[src/rtl/reset_button_pkg.sv]
// +----------------------------------------------------------------------------+
// | Module   : reset_button_pkg                                                |
// | Brief    : Shared types and default tick constants for the reset decoder.  |
// | Revision : 1.0                                                             |
// +----------------------------------------------------------------------------+
`default_nettype none

package reset_button_pkg;

  localparam int unsigned TIMER_W = 32;
  localparam int unsigned TAPS_W  = 4;

  // Default tick counts for a 50 MHz system clock
  localparam int unsigned c_debounce_ticks_50m = 500_000;
  localparam int unsigned c_long_press_ticks_50m = 50_000_000;
  localparam int unsigned c_gap_ticks_50m = 25_000_000;
  localparam int unsigned c_max_taps_default = 15;

  typedef enum logic [1:0] {
    ST_IDLE      = 2'd0,
    ST_PRESSED   = 2'd1,
    ST_GAP       = 2'd2,
    ST_HOLD_WAIT = 2'd3
  } state_t;

endpackage

`default_nettype wire

[src/rtl/button_debouncer.sv]
// +----------------------------------------------------------------------------+
// | Module   : button_debouncer                                                |
// | Brief    : 2-flop synchronizer plus stable-count debouncer, active-high out |
// | Revision : 1.0                                                             |
// +----------------------------------------------------------------------------+
`default_nettype none

module button_debouncer
  import reset_button_pkg::*;
#(
  parameter int unsigned DEBOUNCE_TICKS = c_debounce_ticks_50m
) (
  input  logic clk,
  input  logic rst,
  input  logic btn_n,
  output logic pressed
);

  logic               r_sync1;
  logic               r_sync2;
  logic               r_pressed;
  logic [TIMER_W-1:0] r_cnt;
  logic               w_sync_pressed;

  localparam logic [TIMER_W-1:0] c_last_tick = DEBOUNCE_TICKS - 1;

  assign w_sync_pressed = ~r_sync2;

  always_ff @(posedge clk or posedge rst) begin
    if (rst) begin
      r_sync1   <= 1'b1;
      r_sync2   <= 1'b1;
      r_pressed <= 1'b0;
      r_cnt     <= '0;
    end else begin
      r_sync1 <= btn_n;
      r_sync2 <= r_sync1;
      // Any cycle agreeing with the current level restarts the stability window
      if (w_sync_pressed == r_pressed) begin
        r_cnt <= '0;
      end else if (r_cnt == c_last_tick) begin
        r_pressed <= w_sync_pressed;
        r_cnt     <= '0;
      end else begin
        r_cnt <= r_cnt + 1'b1;
      end
    end
  end

  assign pressed = r_pressed;

endmodule

`default_nettype wire

[src/rtl/reset_button_decoder.sv]
// +----------------------------------------------------------------------------+
// | Module   : reset_button_decoder                                            |
// | Brief    : Classifies reset-button gestures into N-tap or long-hold events. |
// |            Optional macro RESET_BUTTON_PASSTHROUGH_EN forwards first press. |
// | Revision : 1.0                                                             |
// +----------------------------------------------------------------------------+
`default_nettype none

module reset_button_decoder
  import reset_button_pkg::*;
#(
  parameter int unsigned DEBOUNCE_TICKS   = c_debounce_ticks_50m,
  parameter int unsigned LONG_PRESS_TICKS = c_long_press_ticks_50m,
  parameter int unsigned GAP_TICKS        = c_gap_ticks_50m,
  parameter int unsigned MAX_TAPS         = c_max_taps_default
) (
  input  logic              clk,
  input  logic              rst,
  input  logic              btn_n,
  output logic              evt_valid,
  output logic              evt_long,
  output logic [TAPS_W-1:0] evt_taps,
  output logic              busy,
  output logic              rst_out
);

  localparam logic [TIMER_W-1:0] c_long_last = LONG_PRESS_TICKS - 1;
  localparam logic [TIMER_W-1:0] c_gap_last  = GAP_TICKS - 1;
  localparam logic [TIMER_W-1:0] c_max_taps_w = MAX_TAPS;
  localparam logic [TAPS_W-1:0]  c_max_taps  = c_max_taps_w[TAPS_W-1:0];

  logic               w_pressed;
  state_t             r_state;
  logic [TIMER_W-1:0] r_timer;
  logic [TAPS_W-1:0]  r_taps;
  logic               r_evt_valid;
  logic               r_evt_long;
  logic [TAPS_W-1:0]  r_evt_taps;

  button_debouncer #(
    .DEBOUNCE_TICKS (DEBOUNCE_TICKS)
  ) u_debouncer (
    .clk     (clk),
    .rst     (rst),
    .btn_n   (btn_n),
    .pressed (w_pressed)
  );

  always_ff @(posedge clk or posedge rst) begin
    if (rst) begin
      r_state     <= ST_IDLE;
      r_timer     <= '0;
      r_taps      <= '0;
      r_evt_valid <= 1'b0;
      r_evt_long  <= 1'b0;
      r_evt_taps  <= '0;
    end else begin
      r_evt_valid <= 1'b0;
      if (r_timer != '1) begin
        r_timer <= r_timer + 1'b1;
      end
      case (r_state)
        ST_IDLE: begin
          if (w_pressed) begin
            r_state <= ST_PRESSED;
            r_timer <= '0;
          end
        end
        ST_PRESSED: begin
          // Threshold is checked first so a simultaneous release still counts as long
          if (r_timer == c_long_last) begin
            r_evt_valid <= 1'b1;
            r_evt_long  <= 1'b1;
            r_evt_taps  <= r_taps;
            r_state     <= ST_HOLD_WAIT;
            r_timer     <= '0;
          end else if (!w_pressed) begin
            if (r_taps != c_max_taps) begin
              r_taps <= r_taps + 1'b1;
            end
            r_state <= ST_GAP;
            r_timer <= '0;
          end
        end
        ST_GAP: begin
          if (r_timer == c_gap_last) begin
            r_evt_valid <= 1'b1;
            r_evt_long  <= 1'b0;
            r_evt_taps  <= r_taps;
            r_taps      <= '0;
            r_state     <= ST_IDLE;
            r_timer     <= '0;
          end else if (w_pressed) begin
            r_state <= ST_PRESSED;
            r_timer <= '0;
          end
        end
        ST_HOLD_WAIT: begin
          if (!w_pressed) begin
            r_taps  <= '0;
            r_state <= ST_IDLE;
            r_timer <= '0;
          end
        end
        default: begin
          r_state <= ST_IDLE;
          r_timer <= '0;
        end
      endcase
    end
  end

  assign evt_valid = r_evt_valid;
  assign evt_long  = r_evt_long;
  assign evt_taps  = r_evt_taps;
  assign busy      = (r_state != ST_IDLE);

`ifdef RESET_BUTTON_PASSTHROUGH_EN
  // Only the first press of a gesture reaches the console as a native reset
  assign rst_out = w_pressed && (r_state == ST_PRESSED) && (r_taps == '0);
`else
  assign rst_out = 1'b0;
`endif

endmodule

`default_nettype wire

[config.mk]
export PLATFORM = sky130hd
export DESIGN_NAME = reset_button_decoder
export DESIGN_NICKNAME = d
export VERILOG_FILES = /design/src/rtl/reset_button_pkg.sv /design/src/rtl/button_debouncer.sv /design/src/rtl/reset_button_decoder.sv
export SDC_FILE = /design/constraint.sdc
export NUM_CORES = 1
export LEC_CHECK = 0
export ABC_AREA = 0
export BUFFER_PORTS_ARGS = -buffer_cell sky130_fd_sc_hd__buf_4
export CAP_MARGIN = 40
export CORE_MARGIN = 2
export CORE_UTILIZATION = 55
export CTS_CLUSTER_DIAMETER = 80
export DETAILED_ROUTE_END_ITERATION = 6
export HOLD_SLACK_MARGIN = 0.08
export PLACE_DENSITY = 0.72
export SETUP_SLACK_MARGIN = 0.4
export SYNTH_ARGS = -nofsm -noshare
export SYNTH_HDL_FRONTEND = slang
export SYNTH_SLANG_ARGS = --single-unit
[constraint.sdc]
create_clock -name clk -period 3.2 [get_ports clk]
set_input_delay 0.64 -clock clk [delete_from_list [all_inputs] [get_ports clk]]
set_output_delay 0.64 -clock clk [all_outputs]
set_load 0.02 [all_outputs]
==> results_tabular.tex, run 1 <==
\begin{tabular}{lr}
\hline
Metric & Value \\
\hline
\multicolumn{2}{l}{\textbf{Detailed routing}} \\
Number of remaining DRC errors & 0 \\
Antenna viol nets, final & 0 \\
Highest metal layer with signal wires & met4 \\
Routed wire length & 9190 microns \\
Count of routing violations after the opening detailed-route iteration & 202 \\
Vias post-DR & $\sim$3600 \\
Met3 Routed Length & 278 microns \\
Per-cell routed wire length & 15.5 microns \\
M1 wire length & about 4500 microns \\
Initial DRT Pass Iterations & 4 \\
Amount of wire on met2 after detailed routing & 4220 microns \\
Vias per std cell & 6.05 \\
\multicolumn{2}{l}{\textbf{Logic synthesis}} \\
Area share of the largest cell type after synthesis & 42.9\% \\
Number of synthesized flops with an enable pin & 0 \\
Proportion of synthesized area in mux cells & around 2.3\% \\
Netlist cell types & 63 \\
Adder and majority gate portion of the synthesized area & 2.23\% \\
Leading register cell type out of synthesis & sky130\_fd\_sc\_hd\_\_dfrtp\_1 \\
Total number of yosys warnings & 0 \\
Dominant combinational cell family by area after synthesis & simple AND/OR/NAND/NOR gates \\
Top cells by area, synth & sky130\_fd\_sc\_hd\_\_dfrtp\_1, sky130\_fd\_sc\_hd\_\_xor2\_1, sky130\_fd\_sc\_hd\_\_nor2\_1, sky130\_fd\_sc\_hd\_\_a21oi\_1, sky130\_fd\_sc\_hd\_\_nand4\_1 \\
Share of synthesized cell area in and, or, nand and nor gates & 29.1\% \\
Number of cells produced by synthesis & 482 \\
XOR/XNOR share of the synthesized area & 6.05\% \\
Sequential share of the synthesized area & 44.1\% \\
Total nets after synthesis & about 490 \\
Mapped Avg Cell Area & 9.31 sq um \\
Post-synth top area cell & sky130\_fd\_sc\_hd\_\_dfrtp\_1 \\
Register bit total from synthesis & just under 80 \\
Cell area after synthesis & 4490 sq um \\
Share of flip-flops with an asynchronous set or reset after synthesis & 100\% \\
Synthesized-area fraction occupied by ao, oa, aoi and oai cells & 11.8\% \\
\multicolumn{2}{l}{\textbf{Power}} \\
Proportion of total power due to net switching & 21.3\% \\
P per Cell Area & just under 400 nW/um\^{}2 \\
Relative contribution of the clock network to total power & between 40\% and 50\% \\
Leakage power summed over all cells & between 0.0015 and 0.002 uW \\
Max rail drop VDD & 0.215 mV \\
Cell internal power dissipation & 1500 uW \\
Fraction of power consumed by sequential logic & 53.0\% \\
Proportion of power drawn by combinational gates & around 2.0\% \\
Net switching power & 405 uW \\
Total design power & between 1500 and 2000 uW \\
\multicolumn{2}{l}{\textbf{Setup path}} \\
Worst reg2reg setup slack & 0.61 ns \\
Peak fanout along the critical path & 15 \\
Critical path data arrival time & 2.83 ns \\
Kind of end point of the critical path & flip-flop \\
Slowest cell on the critical path & sky130\_fd\_sc\_hd\_\_o211a\_2 \\
Setup CP Type & flip-flop to flip-flop \\
Peak per-stage delay on the critical path & 0.46 ns \\
Critical path startpoint category & flip-flop \\
Required @ worst endpoint & between 3 and 4 ns \\
Critical path, cell by cell & ha\_1 -> nor4b\_2 -> nand4\_1 -> o41ai\_1 -> o211a\_2 -> buf\_4 -> a21oi\_1 \\
\multicolumn{2}{l}{\textbf{Clock network}} \\
CTS Sinks & 79 \\
CTS root buf & sky130\_fd\_sc\_hd\_\_clkbuf\_8 \\
Clock-pin slew on the worst setup and hold paths & around 0.090 ns \\
Count of H-tree levels built during CTS & 3 \\
Largest buffer count on any clock path & 2 \\
Clk Latency, worst-skew pair & 0.36 ns \\
TritonCTS clock tree & done \\
TritonCTS buffer count & 9 \\
Setup Fix Bufs, Post-CTS & 0 \\
\multicolumn{2}{l}{\textbf{Place}} \\
Dpl hpwl & 6290 microns \\
Total of buffers placed on input and output ports & 9 \\
Placer Congestion & around 0.89 \\
Placement Cell Area & 4610 sq um \\
Minimum setup slack after placement & approximately 0.51 ns \\
\multicolumn{2}{l}{\textbf{Timing}} \\
Max-slew violations & 0 \\
Minimum clock period after layout & between 2 and 3 ns \\
Final count of negative-setup-slack endpoints & 0 \\
Final WS setup & roughly 0.61 ns \\
Worst slew pin tran & 0.826 ns \\
Unrepaired setup endpoints after global routing & no \\
Clock Skew & $\sim$0.016 ns \\
Share of the clock period used by the worst path after layout & 81.0\% \\
Setup tns final & 0 ns \\
Final number of hold-violating endpoints & 0 \\
Relative slew slack & 44.9\% \\
Hold Worst Slack & 0.372 ns \\
Fmax & 386 MHz \\
\multicolumn{2}{l}{\textbf{Layout}} \\
Area occupied by multi-input gates & $\sim$2300 sq um \\
Layout overhead on the synthesized area & 7.97\% \\
Nets@finish & 497 \\
Most common cell after layout, fill and taps aside & sky130\_fd\_sc\_hd\_\_dfrtp\_1 \\
Fraction of layout instances using a drive strength above 1 & between 10\% and 20\% \\
Area occupied by registers & between 1500 and 2000 sq um \\
Finished layout cell area & between 4000 and 5000 sq um \\
FILL cells & 672 \\
Leading cell types in the layout, fill and taps excluded & sky130\_fd\_sc\_hd\_\_dfrtp\_1, sky130\_fd\_sc\_hd\_\_nor2\_1, sky130\_fd\_sc\_hd\_\_nand2\_1 \\
N\_diodes & 0 \\
\multicolumn{2}{l}{\textbf{Global route}} \\
Remaining global-route overflow & 0 \\
Largest net degree at the start of global routing & 48 \\
Total Routing Usage GR & 22.9\% \\
Vias in the first global route & 3524 \\
First-pass GRT wire length & 16300 microns \\
Antenna violations before repair & 0 \\
\multicolumn{2}{l}{\textbf{Floorplanning}} \\
Starting Density & 57.5\% \\
Core Area & 7810 sq um \\
Site row count & 32 \\
Die outline height & 94.3 microns \\
Die width & 94.3 microns \\
Die area & slightly below 9000 sq um \\
Total I/O pin count & 11 \\
\multicolumn{2}{l}{\textbf{Min path}} \\
HP Class & flip-flop to flip-flop \\
\multicolumn{2}{l}{\textbf{Job}} \\
Max-Cap Viols & 0 \\
\multicolumn{2}{l}{\textbf{Status}} \\
Run status & completed \\
\hline
\end{tabular}
==> critical path, delay by kind of cell, from the launching register on <==
family | cells | cell delay, ns
AOI/OAI and AO/OA | 3 | 0.94
adders and majority gates | 1 | 0.30
DFF | 1 | 0.39
and+or+nand+nor | 2 | 0.60
buffers and inverters | 1 | 0.23
==> metrics by stage <==
step / instances / utilization [%]
2_1_floorplan: 482 / -
3_3_place_gp: 577 / 59.1
3_5_place_dp: 577 / 59.1
4_1_cts: 593 / 62.1
5_1_grt: 593 / 62.1
6_report: 593 / 62.1
==> cells in the mapped netlist, types with 3 or more instances <==
master	number
sky130_fd_sc_hd__dfrtp_1	77
sky130_fd_sc_hd__inv_1	15
sky130_fd_sc_hd__and4_1	4
sky130_fd_sc_hd__xnor2_1	9
sky130_fd_sc_hd__and2_1	8
sky130_fd_sc_hd__or4_1	14
sky130_fd_sc_hd__buf_2	8
sky130_fd_sc_hd__and3_1	9
sky130_fd_sc_hd__xor2_1	22
sky130_fd_sc_hd__buf_6	5
sky130_fd_sc_hd__nor2_1	50
sky130_fd_sc_hd__mux2i_1	3
sky130_fd_sc_hd__a21oi_1	34
sky130_fd_sc_hd__ha_1	8
sky130_fd_sc_hd__nand4_1	23
sky130_fd_sc_hd__o21ai_0	19
sky130_fd_sc_hd__or2_2	3
sky130_fd_sc_hd__nor4_1	10
sky130_fd_sc_hd__nand3_1	24
sky130_fd_sc_hd__nand2_1	37
sky130_fd_sc_hd__nor3_1	8
sky130_fd_sc_hd__mux2_4	4
sky130_fd_sc_hd__nor4b_1	3
sky130_fd_sc_hd__or3_1	15
sky130_fd_sc_hd__o31ai_1	15
sky130_fd_sc_hd__clkbuf_1	7
==> path summary, 6_finish.rpt <==
kind                                                     from                               to  cells past startpoint
worst max register to register           r_timer[0]$_DFF_PP0_            r_timer[28]$_DFF_PP0_                      7
min in group asynchronous                                 rst  u_debouncer.r_cnt[15]$_DFF_PP0_                      2
worst min-delay path            u_debouncer.r_sync1$_DFF_PP1_    u_debouncer.r_sync2$_DFF_PP1_                      0
worst min register to register  u_debouncer.r_sync1$_DFF_PP1_    u_debouncer.r_sync2$_DFF_PP1_                      0
worst max-delay path                     r_timer[0]$_DFF_PP0_            r_timer[28]$_DFF_PP0_                      7
max in group asynchronous                                 rst             r_timer[2]$_DFF_PP0_                      3
==> flip-flops by register name, summed over array words and instances (netlist names) <==
signal               flops
r_timer                 32
r_taps                   4
r_state                  2
u_debouncer.r_sync1      1
evt_taps                 4
evt_long                 1
u_debouncer.pressed      1
u_debouncer.r_sync2      1
u_debouncer.r_cnt       32
evt_valid                1
==> cell families after synthesis <==
| logic type | count (synthesis) |
|---|---|
| AOI/OAI and AO/OA | 86 |
| and+or+nand+nor | 231 |
| other | 1 |
| muxes | 8 |
| DFF | 79 |
| xor gates and xnor gates | 31 |
| buffers and inverters | 38 |
| adders and majority gates | 8 |
==> layout make-up <==
cell class / instances / share of cell area, %
well taps: 102 / 2.63
clock inverters: 4 / 1.58
inverters: 15 / 1.19
flip-flops and latches: 79 / 40.8
clock buffers: 12 / 3.20
multi-input cells: 365 / 47.8
repair buffers: 16 / 2.74
==> routing by layer <==
metal / track usage, % / vias to the layer above
met5: 0 / -
met4: 8.82 / 0
met3: 3.99 / 15
met2: 36.5 / 61
met1: 31.5 / 1748
li1: - / 1766
==> power by group through the flow <==
stage	logic, uW	registers [uW]	clock network, uW
6_report	38.7	1010	856
5_1_grt	45.7	1010	918
4_1_cts	40.9	1010	870
3_5_place_dp	40.6	1030	0
3_3_place_gp	39.1	1030	0
2_1_floorplan	28.3	1030	0
==> timing repair <==
item,CTS,global route
hold buffers,0,0
setup endpoints to repair,0,21
endpoints found under the hold margin,0,0
resized for setup,0,1
Note: power is estimated with default switching activity, not from simulation.
==> run 2, diff against run 1 <==
clock period = 2.5 ns   (was 3.2 ns; I/O delays follow)
==> run 2 against run 1 <==
Design area rose by 14%. Non-clock buffer count rose by 35. Total power rose by 32%. Sequential cell count did not move. Core utilization rose by 8.5 points. Largest cell class unchanged. Highest routed layer unchanged.
==> results_tabular.tex, run 2 (synthesis gave the netlist of run 1 again) <==
\begin{tabular}{lr}
\hline
Metric & Value \\
\hline
\multicolumn{2}{l}{\textbf{Layout}} \\
Nets@finish & 534 (+7.4\%) \\
Leading cell types in the layout, fill and taps excluded & sky130\_fd\_sc\_hd\_\_dfrtp\_1, sky130\_fd\_sc\_hd\_\_nor2\_1, sky130\_fd\_sc\_hd\_\_buf\_4 \\
Fraction of layout instances using a drive strength above 1 & 28.0\% (+16 points) \\
Most common cell after layout, fill and taps aside & sky130\_fd\_sc\_hd\_\_dfrtp\_1 \\
Layout overhead on the synthesized area & 22.8\% \\
Area occupied by registers & 1990 sq um (+0.44\%) \\
Area occupied by multi-input gates & 2600 sq um (+12\%) \\
N\_diodes & 0 (unchanged) \\
FILL cells & 591 (-12\%) \\
Registers with the most flip-flops & r\_timer: 32 flops, u\_debouncer.r\_cnt: 32 flops \\
\multicolumn{2}{l}{\textbf{Global route}} \\
Largest net degree at the start of global routing & 60 (+25\%) \\
Vias in the first global route & 3699 (+5.0\%) \\
Total Routing Usage GR & 24.5\% (+1.5 points) \\
Remaining global-route overflow & 0 (unchanged) \\
Antenna violations before repair & 0 (unchanged) \\
First-pass GRT wire length & 17500 microns (+7.1\%) \\
\multicolumn{2}{l}{\textbf{Timing}} \\
Setup tns final & 0 ns (unchanged) \\
Hold Worst Slack & 0.156 ns (-0.217 ns) \\
Final WS setup & 0.247 ns (-0.360 ns) \\
Unrepaired setup endpoints after global routing & yes \\
Clock Skew & 0.0155 ns (-0.000292 ns) \\
Final number of hold-violating endpoints & 0 (unchanged) \\
Fmax & 444 MHz (+15\%) \\
Max-slew violations & 0 (unchanged) \\
Final count of negative-setup-slack endpoints & 0 (unchanged) \\
Share of the clock period used by the worst path after layout & 90.1\% (+9.1 points) \\
Minimum clock period after layout & 2.25 ns (-0.340 ns) \\
Worst slew pin tran & 0.691 ns (-0.135 ns) \\
Relative slew slack & 53.6\% (+8.7 points) \\
\multicolumn{2}{l}{\textbf{Clock network}} \\
Clock-pin slew on the worst setup and hold paths & 0.09 ns (about the same) \\
Clk Latency, worst-skew pair & 0.36 ns (about the same) \\
TritonCTS buffer count & 9 (unchanged) \\
TritonCTS clock tree & done \\
CTS root buf & sky130\_fd\_sc\_hd\_\_clkbuf\_8 \\
Number of buffers inserted by hold repair at cts & 0 (unchanged) \\
Count of H-tree levels built during CTS & 3 (unchanged) \\
CTS Sinks & 79 (unchanged) \\
Largest buffer count on any clock path & 2 (unchanged) \\
\multicolumn{2}{l}{\textbf{Setup path}} \\
Peak fanout along the critical path & 8 (-7) \\
Setup CP Type & flip-flop to flip-flop \\
Kind of end point of the critical path & flip-flop \\
Required @ worst endpoint & 2.73 ns (-0.71 ns) \\
Worst reg2reg setup slack & 0.25 ns (-0.36 ns) \\
Critical path data arrival time & 2.49 ns (-0.34 ns) \\
Critical path startpoint category & flip-flop \\
\multicolumn{2}{l}{\textbf{Place}} \\
Total of buffers placed on input and output ports & 9 (unchanged) \\
Placer Congestion & 0.919 (+2.9\%) \\
Dpl hpwl & 6280 microns (-0.20\%) \\
Minimum setup slack after placement & 0.170 ns (-0.344 ns) \\
\multicolumn{2}{l}{\textbf{Floorplanning}} \\
Core Area & 7810 sq um (unchanged) \\
Site row count & 32 (unchanged) \\
Die area & 8900 sq um (unchanged) \\
Starting Density & 57.5\% (unchanged) \\
Die outline height & 94.3 microns (unchanged) \\
Total I/O pin count & 11 (unchanged) \\
Die width & 94.3 microns (unchanged) \\
\multicolumn{2}{l}{\textbf{Detailed routing}} \\
Number of remaining DRC errors & 0 (unchanged) \\
Initial DRT Pass Iterations & 5 (+1) \\
Vias post-DR & 3932 (+9.5\%) \\
Per-cell routed wire length & 17.6 microns (+13\%) \\
Antenna viol nets, final & 0 (unchanged) \\
Routed wire length & 11100 microns (+20\%) \\
Count of routing violations after the opening detailed-route iteration & 219 (+8.4\%) \\
Vias per std cell & 6.24 (+3.1\%) \\
\multicolumn{2}{l}{\textbf{Job}} \\
Max-Cap Viols & 0 (unchanged) \\
\multicolumn{2}{l}{\textbf{Power}} \\
P per Cell Area & 457 nW/um\^{}2 (+16\%) \\
Leakage power summed over all cells & 0.00223 uW (+14\%) \\
Max rail drop VDD & 0.288 mV (+34\%) \\
\multicolumn{2}{l}{\textbf{Min path}} \\
HP Class & primary input to async pin \\
\multicolumn{2}{l}{\textbf{Status}} \\
Run status & completed \\
\hline
\end{tabular}
==> run 2: cell count changes in the layout (fill, tap and decap cells not counted), sizes merged <==
cell	delta
buf	+33
inv	-1
bufinv	+1
or3	+1
clkinv	+3
clkbuf	-1
a311o	+1
==> run 2: power breakdown <==
| group | total [uW] | internal (uW) | switching [uW] |
|---|---|---|---|
| Clock | 1180 | 667 | 509 |
| Combinational | 53.0 | 13.6 | 39.4 |
| Sequential | 1290 | 1280 | 5.96 |
| Total | 2520 | 1960 | 554 |
==> run 2: metal layers <==
layer / share of wire [%] / up-vias / GRT usage [%]
li1: - / 1847 / -
met1: 43 / 1934 / 34.1
met2: 49 / 121 / 39.2
met3: 4.4 / 30 / 3.67
met4: 2.8 / 0 / 8.70
met5: 0 / - / 0
==> run 2: worst max-delay path, stage by stage (launching register included) <==
cell                        delay, ns
sky130_fd_sc_hd__dfrtp_1         0.47
sky130_fd_sc_hd__nor4_4          0.37
sky130_fd_sc_hd__nand4_1         0.22
sky130_fd_sc_hd__buf_4           0.20
sky130_fd_sc_hd__o41ai_2         0.20
sky130_fd_sc_hd__o211a_2         0.30
sky130_fd_sc_hd__buf_12          0.14
sky130_fd_sc_hd__clkbuf_16       0.17
sky130_fd_sc_hd__a21oi_2         0.04
==> run 2: layout make-up <==
cell class / count / share of cell area, %
Inverter: 15 / 1.09
Multi-Input combinational cell: 367 / 47.1
Sequential cell: 79 / 36.1
Timing Repair Buffer: 51 / 8.94
Tap cell: 102 / 2.32
Clock inverter: 7 / 2.20
Clock buffer: 9 / 2.25
==> run 2: final timing paths <==
check,from,to,cells after the start
setup reg to reg,r_timer[26]$_DFF_PP0_,r_timer[8]$_DFF_PP0_,8
hold reg to reg,u_debouncer.r_sync1$_DFF_PP1_,u_debouncer.r_sync2$_DFF_PP1_,0
max in group asynchronous,rst,u_debouncer.r_sync1$_DFF_PP1_,3
hold / removal,rst,u_debouncer.r_cnt[27]$_DFF_PP0_,2
setup / recovery,r_timer[26]$_DFF_PP0_,r_timer[8]$_DFF_PP0_,8
min in group clk,btn_n,u_debouncer.r_sync1$_DFF_PP1_,1
==> run 2: repair_timing <==
| item | 4_1_cts | 5_1_grt |
|---|---|---|
| setup buffers | 10 | 18 |
| resized for setup | 19 | 50 |
| endpoints found under the setup margin | 40 | 73 |
| pin swaps | 7 | 11 |
| gates cloned | 3 | 3 |
==> run 2: stage by stage <==
step	cells	util, %	total power, uW	cell area, sq um
after floorplan	482	-	1350	4500
after global placement	580	59.9	1370	4670
after detailed placement	580	59.9	1370	4670
after CTS	609	65.4	2530	5100
after global routing	630	70.6	2610	5510
final	630	70.6	2520	5510
==> run 3, diff against run 2 <==
clock period = 2.6 ns   (was 2.5 ns; I/O delays follow)
==> run 3 against run 2 <==
Global-route usage down 1.1 points. Sequential cell count unchanged. Count of clock-buffer cells in the layout up 4.
==> results_tabular.tex, run 3 (synthesis gave the netlist of run 1 again) <==
\begin{tabular}{lr}
\hline
Metric & Value \\
\hline
\multicolumn{2}{l}{\textbf{Status}} \\
Run status & completed \\
\multicolumn{2}{l}{\textbf{Power}} \\
Fraction of power consumed by sequential logic & 53.3\% (+2.1 points) \\
Leakage power summed over all cells & 0.00211 uW (-5.7\%) \\
Net switching power & 481 uW (-13\%) \\
Relative contribution of the clock network to total power & 44.3\% (-2.4 points) \\
Max rail drop VDD & 0.297 mV (+3.3\%) \\
Proportion of power drawn by combinational gates & 2.3\% (+0.2 points) \\
Proportion of total power due to net switching & 20.7\% (-1.3 points) \\
P per Cell Area & 452 nW/um\^{}2 (-1.2\%) \\
Cell internal power dissipation & 1840 uW (-6.2\%) \\
\multicolumn{2}{l}{\textbf{Layout}} \\
Leading cell types in the layout, fill and taps excluded & sky130\_fd\_sc\_hd\_\_dfrtp\_1, sky130\_fd\_sc\_hd\_\_nor2\_1, sky130\_fd\_sc\_hd\_\_nand2\_1 \\
Nets@finish & 516 (-3.4\%) \\
Finished layout cell area & 5140 sq um (-6.7\%) \\
Registers with the most flip-flops & r\_timer: 32 flops, u\_debouncer.r\_cnt: 32 flops \\
Util after Layout & 65.9\% (-4.7 points) \\
Layout overhead on the synthesized area & 14.6\% \\
Final Non-Filler Cells & 612 (-2.9\%) \\
FILL cells & 637 (+7.8\%) \\
Fraction of layout instances using a drive strength above 1 & 18.4\% (-9.6 points) \\
N\_diodes & 0 (unchanged) \\
Most common cell after layout, fill and taps aside & sky130\_fd\_sc\_hd\_\_dfrtp\_1 \\
\multicolumn{2}{l}{\textbf{Detailed routing}} \\
Vias per std cell & 6.31 (+1.1\%) \\
Count of routing violations after the opening detailed-route iteration & 245 (+12\%) \\
Number of remaining DRC errors & 0 (unchanged) \\
Vias post-DR & 3862 (-1.8\%) \\
Routed wire length & 10000 microns (-9.1\%) \\
Antenna viol nets, final & 0 (unchanged) \\
Per-cell routed wire length & 16.4 microns (-6.5\%) \\
Initial DRT Pass Iterations & 5 (unchanged) \\
\multicolumn{2}{l}{\textbf{Global route}} \\
Total Routing Usage GR & 23.4\% (-1.1 points) \\
Antenna violations before repair & 0 (unchanged) \\
Remaining global-route overflow & 0 (unchanged) \\
Most utilized layer in the global route result & met2 \\
Vias in the first global route & 3467 (-6.3\%) \\
First-pass GRT wire length & 16500 microns (-5.6\%) \\
Global routing met3 resource utilization & 5.43\% (+1.8 points) \\
Global Route met2 Usage & 38.5\% (-0.77 points) \\
Largest net degree at the start of global routing & 37 (-38\%) \\
Global Route met1 Usage & 31.8\% (-2.3 points) \\
\multicolumn{2}{l}{\textbf{Clock network}} \\
Clk Latency, worst-skew pair & 0.35 ns (about the same) \\
Count of H-tree levels built during CTS & 3 (unchanged) \\
CTS root buf & sky130\_fd\_sc\_hd\_\_clkbuf\_8 \\
TritonCTS clock tree & done \\
TritonCTS buffer count & 9 (unchanged) \\
Number of buffers inserted by hold repair at cts & 0 (unchanged) \\
Largest buffer count on any clock path & 2 (unchanged) \\
Clock-pin slew on the worst setup and hold paths & 0.08 ns (about the same) \\
CTS Sinks & 79 (unchanged) \\
\multicolumn{2}{l}{\textbf{Timing}} \\
Unrepaired setup endpoints after global routing & yes \\
Final number of hold-violating endpoints & 0 (unchanged) \\
Hold Worst Slack & 0.192 ns (+0.0362 ns) \\
Final count of negative-setup-slack endpoints & 0 (unchanged) \\
Relative slew slack & 56.0\% (+2.4 points) \\
Clock Skew & 0.0100 ns (-0.00547 ns) \\
Max-slew violations & 0 (unchanged) \\
Fmax & 459 MHz (+3.4\%) \\
Share of the clock period used by the worst path after layout & 83.8\% (-6.3 points) \\
Worst slew pin tran & 0.655 ns (-0.0352 ns) \\
Setup tns final & 0 ns (unchanged) \\
Minimum clock period after layout & 2.18 ns (-0.0749 ns) \\
\multicolumn{2}{l}{\textbf{Floorplanning}} \\
Site row count & 32 (unchanged) \\
Total I/O pin count & 11 (unchanged) \\
Die outline height & 94.3 microns (unchanged) \\
Core Area & 7810 sq um (unchanged) \\
Die area & 8900 sq um (unchanged) \\
Starting Density & 57.5\% (unchanged) \\
Die width & 94.3 microns (unchanged) \\
\multicolumn{2}{l}{\textbf{Setup path}} \\
Critical path startpoint category & flip-flop \\
Critical path data arrival time & 2.46 ns (-0.03 ns) \\
Critical path, cell by cell & ha\_4 -> buf\_6 -> nand2\_1 -> or3\_4 -> a311o\_2 -> or4\_1 -> a21oi\_1 \\
Worst path bufs/invs & 1 (-2) \\
Peak per-stage delay on the critical path & 0.43 ns (-0.04 ns) \\
Required @ worst endpoint & 2.88 ns (+0.15 ns) \\
Setup CP Type & flip-flop to flip-flop \\
Crit path max-delay family & simple AND/OR/NAND/NOR gates \\
Peak fanout along the critical path & 6 (-2) \\
Kind of end point of the critical path & flip-flop \\
Slowest cell on the critical path & sky130\_fd\_sc\_hd\_\_dfrtp\_1 \\
\multicolumn{2}{l}{\textbf{Place}} \\
Placed cell count & 583 (+0.52\%) \\
Total of buffers placed on input and output ports & 9 (unchanged) \\
Dpl hpwl & 6770 microns (+7.8\%) \\
Placement Cell Area & 4690 sq um (+0.29\%) \\
Placer Congestion & 0.844 (-8.1\%) \\
\multicolumn{2}{l}{\textbf{Job}} \\
Max-Cap Viols & 0 (unchanged) \\
\multicolumn{2}{l}{\textbf{Min path}} \\
HP Class & primary input to async pin \\
\hline
\end{tabular}
==> run 3: cell count changes in the layout (fill, tap and decap cells not counted), sizes merged <==
cell and delta:
or3 -1, clkinv -3, bufinv -1, buf -16, clkbuf +3
==> run 3: worst reg2reg max path, stage by stage (launching register included) <==
cell and delay, ns:
sky130_fd_sc_hd__dfrtp_1 0.43, sky130_fd_sc_hd__ha_4 0.17, sky130_fd_sc_hd__buf_6 0.12, sky130_fd_sc_hd__nand2_1 0.07, sky130_fd_sc_hd__or3_4 0.37, sky130_fd_sc_hd__a311o_2 0.38
sky130_fd_sc_hd__or4_1 0.41, sky130_fd_sc_hd__a21oi_1 0.15
==> run 3: power groups by stage <==
stage | combinational, uW | clock [uW] | sequential, uW
3_3_place_gp | 55.4 | 0 | 1260
5_1_grt | 62.0 | 1110 | 1240
4_1_cts | 56.1 | 1050 | 1240
6_report | 53.7 | 1030 | 1240
3_5_place_dp | 55.8 | 0 | 1260
2_1_floorplan | 35.2 | 0 | 1260
==> run 3: repair_timing <==
action	in CTS	in global routing
setup buffers	4	6
cloned	1	2
pin swaps	2	8
endpoints found under the setup margin	38	65
gates resized for setup	4	26
==> run 3: cell type report <==
class / count / area [sq um] / area share, %
clock buffers: 13 / 159 / 3.09
clock inverters: 3 / 65.1 / 1.26
inverters: 15 / 60.1 / 1.17
multi-input cells: 366 / 2420 / 47.1
flip-flops and latches: 79 / 1990 / 38.6
well taps: 102 / 128 / 2.48
repair buffers: 34 / 325 / 6.32
==> run 3: through the flow <==
stage | worst slack (ns) | total power [uW]
2_1_floorplan | 0.480 | 1300
3_3_place_gp | 0.349 | 1320
3_5_place_dp | 0.274 | 1320
4_1_cts | 0.368 | 2350
5_1_grt | 0.373 | 2410
6_report | 0.422 | 2320
==> run 3: worst paths after layout <==
| kind | from | slack (ns) | endpoint | depth (start not counted) |
|---|---|---|---|---|
| worst min register to register | u_debouncer.r_sync1$_DFF_PP1_ | 0.39 | u_debouncer.r_sync2$_DFF_PP1_ | 0 |
| worst min-delay path | rst | 0.19 | u_debouncer.r_cnt[23]$_DFF_PP0_ | 2 |
| worst max-delay path | r_timer[1]$_DFF_PP0_ | 0.42 | r_timer[28]$_DFF_PP0_ | 7 |
| max in group asynchronous | rst | 1.83 | r_state[1]$_DFFE_PP0P_ | 3 |
| worst max register to register | r_timer[1]$_DFF_PP0_ | 0.42 | r_timer[28]$_DFF_PP0_ | 7 |
| min in group clk | btn_n | 0.27 | u_debouncer.r_sync1$_DFF_PP1_ | 1 |
==> run 3: metal layers <==
layer | routed length (microns) | vias up
met3 | 554 | 10
met5 | 0 | -
met2 | 4990 | 114
met4 | 102 | 0
met1 | 4400 | 1938
li1 | - | 1800
